==> src/rtl/operand_fetch_stage.sv <==
// operand_fetch_stage: register-bank operand fetch with RAW/WAW scoreboard and a 2-entry output FIFO (writeback bypass when OPFETCH_WB_BYPASS_EN is defined)
module operand_fetch_stage #(
    parameter int DATA_W = 32,
    parameter int ADDR_W = 5,
    parameter int CTRL_W = 8
) (
    input  logic              clk,
    input  logic              rst,
    input  logic              in_valid,
    output logic              in_ready,
    input  logic [ADDR_W-1:0] in_rs,
    input  logic [ADDR_W-1:0] in_rt,
    input  logic              in_uses_rt,
    input  logic [DATA_W-1:0] in_imm,
    input  logic [ADDR_W-1:0] in_rd,
    input  logic              in_we,
    input  logic [CTRL_W-1:0] in_ctrl,
    output logic [ADDR_W-1:0] regAddr_1,
    output logic [ADDR_W-1:0] regAddr_2,
    output logic              flag,
    input  logic [DATA_W-1:0] regReadData_1,
    input  logic [DATA_W-1:0] regReadData_2,
    input  logic              wb_en,
    input  logic [ADDR_W-1:0] wb_addr,
    input  logic [DATA_W-1:0] wb_data,
    output logic              out_valid,
    input  logic              out_ready,
    output logic [DATA_W-1:0] out_op1,
    output logic [DATA_W-1:0] out_op2,
    output logic [ADDR_W-1:0] out_rd,
    output logic              out_we,
    output logic [CTRL_W-1:0] out_ctrl
);
    localparam int NR = 1 << ADDR_W;
    localparam int EW = 2 * DATA_W + ADDR_W + 1 + CTRL_W;

    logic [NR-1:0]     sb, sb_nxt;
    logic [1:0]        count;
    logic [EW-1:0]     e0, e1, ent;
    logic              c1, c2, cd, wb_stall, f1, f2;
    logic              hz1, hz2, hzw, acc, pop;
    logic [DATA_W-1:0] op1, op2;

`ifdef OPFETCH_WB_BYPASS_EN
    assign c1       = wb_en && wb_addr == in_rs && sb[in_rs];
    assign c2       = wb_en && wb_addr == in_rt && sb[in_rt];
    assign cd       = wb_en && wb_addr == in_rd && sb[in_rd];
    assign wb_stall = 1'b0;
    assign f1       = wb_en && wb_addr == in_rs;
    assign f2       = wb_en && wb_addr == in_rt;
`else
    assign c1       = 1'b0;
    assign c2       = 1'b0;
    assign cd       = 1'b0;
    assign wb_stall = wb_en && (wb_addr == in_rs || (in_uses_rt && wb_addr == in_rt));
    assign f1       = 1'b0;
    assign f2       = 1'b0;
`endif

    assign regAddr_1 = in_rs;
    assign regAddr_2 = in_rt;
    assign flag      = in_uses_rt;

    assign hz1      = sb[in_rs] && !c1;
    assign hz2      = in_uses_rt && sb[in_rt] && !c2;
    assign hzw      = in_we && sb[in_rd] && !cd;
    assign in_ready = rst && count != 2'd2 && !hz1 && !hz2 && !hzw && !wb_stall;
    assign acc      = in_valid && in_ready;
    assign out_valid = count != 2'd0;
    assign pop      = out_valid && out_ready;

    assign op1 = f1 ? wb_data : regReadData_1;
    assign op2 = in_uses_rt ? (f2 ? wb_data : regReadData_2) : in_imm;
    assign ent = {op1, op2, in_rd, in_we, in_ctrl};
    assign {out_op1, out_op2, out_rd, out_we, out_ctrl} = e0;

    // scoreboard next state: retire the writeback first so a new producer of the same register wins
    always_comb begin
        sb_nxt = sb;
        if (wb_en) sb_nxt[wb_addr] = 1'b0;
        if (acc && in_we) sb_nxt[in_rd] = 1'b1;
    end

    // FIFO (e0 is the head) and scoreboard state
    always_ff @(posedge clk or negedge rst) begin
        if (!rst) begin
            sb    <= '0;
            count <= '0;
            e0    <= '0;
            e1    <= '0;
        end else begin
            sb    <= sb_nxt;
            count <= count + 2'(acc) - 2'(pop);
            e0    <= pop ? (count == 2'd2 ? e1 : (acc ? ent : e0)) : (acc && count == 2'd0 ? ent : e0);
            e1    <= (acc && !pop && count == 2'd1) ? ent : e1;
        end
    end
endmodule
==> config.mk <==
export PLATFORM = sky130hd
export DESIGN_NAME = operand_fetch_stage
export DESIGN_NICKNAME = d
export VERILOG_FILES = /design/src/rtl/operand_fetch_stage.sv
export SDC_FILE = /design/constraint.sdc
export NUM_CORES = 1
export LEC_CHECK = 0
export CORE_MARGIN = 4
export CORE_UTILIZATION = 54
export CTS_BUF_LIST = sky130_fd_sc_hd__clkbuf_8
export CTS_CLUSTER_DIAMETER = 150
export DETAILED_ROUTE_END_ITERATION = 10
export GPL_TIMING_DRIVEN = 0
export PLACE_DENSITY = 0.95
export SYNTH_ARGS = -nofsm -noshare
export SYNTH_HDL_FRONTEND = slang
export SYNTH_SLANG_ARGS = --single-unit
==> constraint.sdc <==
create_clock -name clk -period 5.3 [get_ports clk]
set_clock_uncertainty 0.1 [all_clocks]
set_input_delay 0.795 -clock clk [delete_from_list [all_inputs] [get_ports clk]]
set_output_delay 0.795 -clock clk [all_outputs]
set_load 0.1 [all_outputs]
==> metrics.log <==
INFO  metric finalSetupViolCount = 0
INFO  metric vdd_ir_drop_max = roughly 0.48 mV
INFO  metric grt.total_usage = 0.280
INFO  metric hpwlAfterDp = just over 20000 um
INFO  metric ports = between 200 and 300
INFO  metric postSynthNetCount = about 1.1k
INFO  metric p_comb_frac = 0.563
INFO  metric cts_htree_levels = 4
INFO  metric drt_first_iter_violations = slightly above 800
INFO  metric cap_violations = 0
INFO  metric timing.setup.critical_path_class = in2out
INFO  metric drtAntennaViolNets = 0
INFO  metric die-area = between 15000 and 20000 sq um
INFO  metric drt_pre_antenna_iters = 5
INFO  metric drv_slew = 0
INFO  metric layout.nets = approximately 1.3k
INFO  metric wl_per_cell = approximately 20 um
INFO  metric totalWireLength = approximately 28000 um
INFO  metric cts_tree = done
INFO  metric synthDominantCellAreaShare = 0.508
INFO  metric clock_power_share = 0.123
INFO  metric yosys_warnings = 0
INFO  metric post_dp_cell_area = approximately 12000 sq um
INFO  metric arrival = 4.27 ns
INFO  metric grt_antenna_before_repair = 0
INFO  metric globalplace.congestion = between 0.9 and 1
INFO  metric timing.critical_path.fanout_max = 10
INFO  metric largest_net_degree_at_the_start_of_global_routing = between 100 and 150
INFO  metric timing_hold_violations_final = 0
INFO  metric tightestPinTransition = 1.23 ns
INFO  metric power_density = about 630 nW/um^2
INFO  metric holdCritPathClass = in2async
INFO  metric netlist_instances = a little under 900
INFO  metric finalWorstSetupSlack = 0.140 ns
INFO  metric seq_power_share = 0.313
INFO  metric timing.critical_path.to = in_ready
INFO  metric finish.instance_area = about 12000 sq um
INFO  metric grt_pass1_wl = between 40000 and 50000 um
INFO  metric diodes = 0
INFO  metric placeableCoreArea = approximately 17000 sq um
INFO  metric ys_types = 45
INFO  metric placementRows = 47
INFO  metric crit_path_cell_trace = clkdlybuf4s50_1 > buf_4 > mux4_2 > and4b_1 > a41oi_1 > nand4_1 > a311oi_2 > and2_1 > clkdlybuf4s50_1
INFO  metric postLayoutCoreUtil = 0.726
INFO  metric clk_sinks = between 150 and 200
INFO  metric synth.largest_area_cell = dfrtp_1
INFO  metric vias_per_cell = ~6
INFO  metric static-leakage-power = approximately 5.5 nW
INFO  metric cell_internal_pwr = between 0.003 and 0.004 W
INFO  metric synth.top_cells.by_area = dfrtp_1, mux2i_1, mux2_2
INFO  metric crit_slowest_cell = clkdlybuf4s50_1
INFO  metric worstSkewPairLatency = around 0.47 ns
INFO  metric gr-total-overflow = 0
INFO  metric postSynthRegisterBits = 190
INFO  metric post_cts.resized_instances = 0
INFO  metric delay_of_the_slowest_cell_on_the_worst_path = around 1.2 ns
INFO  metric sw_frac_of_total = 0.531
INFO  metric final.setup.tns = 0 ns
INFO  metric post-route-min-period = roughly 5.2 ns
INFO  metric crit_path_start_kind = input pin
INFO  metric worst_path_most_repeated_cell = clkdlybuf4s50_1
INFO  metric worst_ep_required_time = ~4.4 ns
INFO  metric floorplan.die.height = about 140 um
INFO  metric synth_async_sr_flop_share = 1.00
INFO  metric startpoint_of_the_worst_register_to_register_path = sb[6]
INFO  metric fill_cells = between 1k and 1.5k
INFO  metric run_status = finished clean
INFO  metric cts.root.buffer_cell = clkbuf_8
INFO  metric power.net_switching = slightly above 0.004 W
INFO  metric worstSetupEndpointType = output pin
INFO  metric drcViolationCount = 0
INFO  metric fin_crit_sh = 0.974
INFO  metric mappedNetlistArea = 9370 sq um
INFO  metric vias = 8130
INFO  metric grt_pass1_vias = ~8.2k
INFO  metric placement.io_buffers = approximately 210
INFO  metric area_delta_synth_final = 30.0%
INFO  metric reg2reg_depth = 12
INFO  metric synth-seq-area-share = 0.508
INFO  metric max_slew_margin = 0.176
INFO  metric startpoint = in_rs[1]
INFO  metric rrSetupSlack = 1.36 ns
INFO  metric worst_setup_hold_path_clk_slew = 0.10 ns
INFO  metric initial_standard_cell_utilization_of_the_core = 0.559
INFO  metric grt_setup_unrepaired = false
INFO  metric synth_ff_type = dfrtp_1
INFO  metric place_ws = around 0.16 ns
INFO  metric die_x = approximately 140 um
INFO  metric max_clock_freq = 194 MHz
INFO  metric share_of_layout_cells_above_drive_strength_1 = 0.108
INFO  metric number_of_buffers_created_by_cts = 17
INFO  metric post-cts-setup-buffer-count = 0
INFO  metric ctsHoldBuffers = 0
INFO  metric max-clock-path-buffers = 2
INFO  metric count_of_flip_flops_with_a_built_in_enable_after_synthesis = 0
INFO  metric postSynthAreaPerCell = between 10 and 15 sq um
INFO  metric fin_total_pwr = around 0.0077 W
INFO  metric r2r_end = e1[70]
==> placed cells by master, fill, tap and decap left out, types with 3 or more instances in the layout <==
cell             count
clkdlybuf4s50_1    210
o21ai_0             87
buf_2               11
mux2_2              45
xnor2_1              4
clkbuf_1            44
mux2i_1            104
clkbuf_8            17
ha_1                 4
inv_6                3
a31oi_1              3
buf_4               14
nand2_1             74
nor2b_1              6
nor2_1              53
o21ai_1             16
or3_1               34
clkinvlp_4           5
buf_1                7
nand2b_1             7
xor2_1               8
dfrtp_1            190
nand3_1             69
nand3b_1             8
mux4_2              13
or3b_2               4
o22ai_1              3
o221ai_1             3
inv_1                9
a21oi_1             46
==> synthesized netlist by cell type, types with 2 or more instances <==
| master | count |
|---|---|
| nand4_1 | 2 |
| nand4b_1 | 2 |
| nand2_1 | 74 |
| xnor2_1 | 4 |
| buf_2 | 11 |
| o21ai_0 | 87 |
| a31oi_1 | 3 |
| xor2_1 | 8 |
| nand2b_1 | 7 |
| or4b_1 | 2 |
| nor3_1 | 2 |
| mux2_2 | 45 |
| nor2_1 | 53 |
| a211oi_1 | 2 |
| dfrtp_1 | 190 |
| buf_1 | 7 |
| nor4_1 | 2 |
| mux4_2 | 13 |
| buf_4 | 14 |
| clkbuf_1 | 44 |
| nor3b_1 | 2 |
| mux2i_1 | 104 |
| or3b_2 | 4 |
| a21oi_1 | 46 |
| nand3_1 | 69 |
| o21ai_1 | 16 |
| nor2b_1 | 6 |
| or3_1 | 34 |
| nand3b_1 | 8 |
| o221ai_1 | 3 |
| inv_1 | 9 |
| ha_1 | 4 |
| o22ai_1 | 3 |
==> metal layers <==
layer	track usage	wire, um
met3	0.0515	2140
met4	0.111	816
met5	0	0
met2	0.482	14100
met1	0.353	10700
==> critical path, delay by kind of cell <==
| kind | cells | cell delay, ns |
|---|---|---|
| mux | 1 | 0.32 |
| simple gates | 3 | 0.61 |
| buf+inv | 3 | 1.99 |
| compound gates | 2 | 0.52 |
==> sequential cells by signal, indices dropped and copies added (netlist names) <==
| name | flops |
|---|---|
| count | 2 |
| e0 | 78 |
| e1 | 78 |
| sb | 32 |
==> through the flow <==
| step | std cells | hold slack (ns) |
|---|---|---|
| 2_1_floorplan | 892 | 0.350 |
| 3_3_place_gp | 1323 | 0.362 |
| 3_5_place_dp | 1324 | 0.371 |
| 4_1_cts | 1356 | 0.184 |
| 5_1_grt | 1356 | 0.195 |
| 6_report | 1356 | 0.151 |
==> power groups by stage <==
stage	clock network [W]	logic, W	registers (W)
final	0.000946	0.00432	0.00241
after global placement	0	0.00423	0.00238
after floorplan	0	0.00113	0.00443
after global routing	0.00102	0.00451	0.00247
after CTS	0.000958	0.00434	0.00240
after detailed placement	0	0.00433	0.00242
==> how the worst min path moves through the flow <==
stage / start / endpoint / slack (ns) / cells past startpoint
global route: rst / e1[28] / 0.19 / 1
CTS: rst / e0[30] / 0.18 / 1
floorplan: e1[14] / e1[14] / 0.35 / 2
finish: rst / e0[28] / 0.15 / 1
global placement: e1[43] / e1[43] / 0.36 / 2
detailed placement: e1[41] / e1[41] / 0.37 / 2
==> area by class of cell <==
class / count / area, sq um / share of cell area
plain buffers: 76 / 352 / 0.0289
clock buffers: 17 / 234 / 0.0192
clock inverters: 15 / 155 / 0.0127
inverters: 9 / 33.8 / 0.00277
multi-input cells: 617 / 4230 / 0.347
flip-flops and latches: 190 / 4750 / 0.391
well taps: 220 / 275 / 0.0226
repair buffers: 212 / 2140 / 0.176
==> logic make-up after synthesis <==
logic type | synth area share
compound gates | 0.0970
flops | 0.508
simple gates | 0.141
mux | 0.197
buf+inv | 0.0411
fa+ha+maj | 0.00534
xor+xnor | 0.0112
Power figures use the tool's default switching activity.
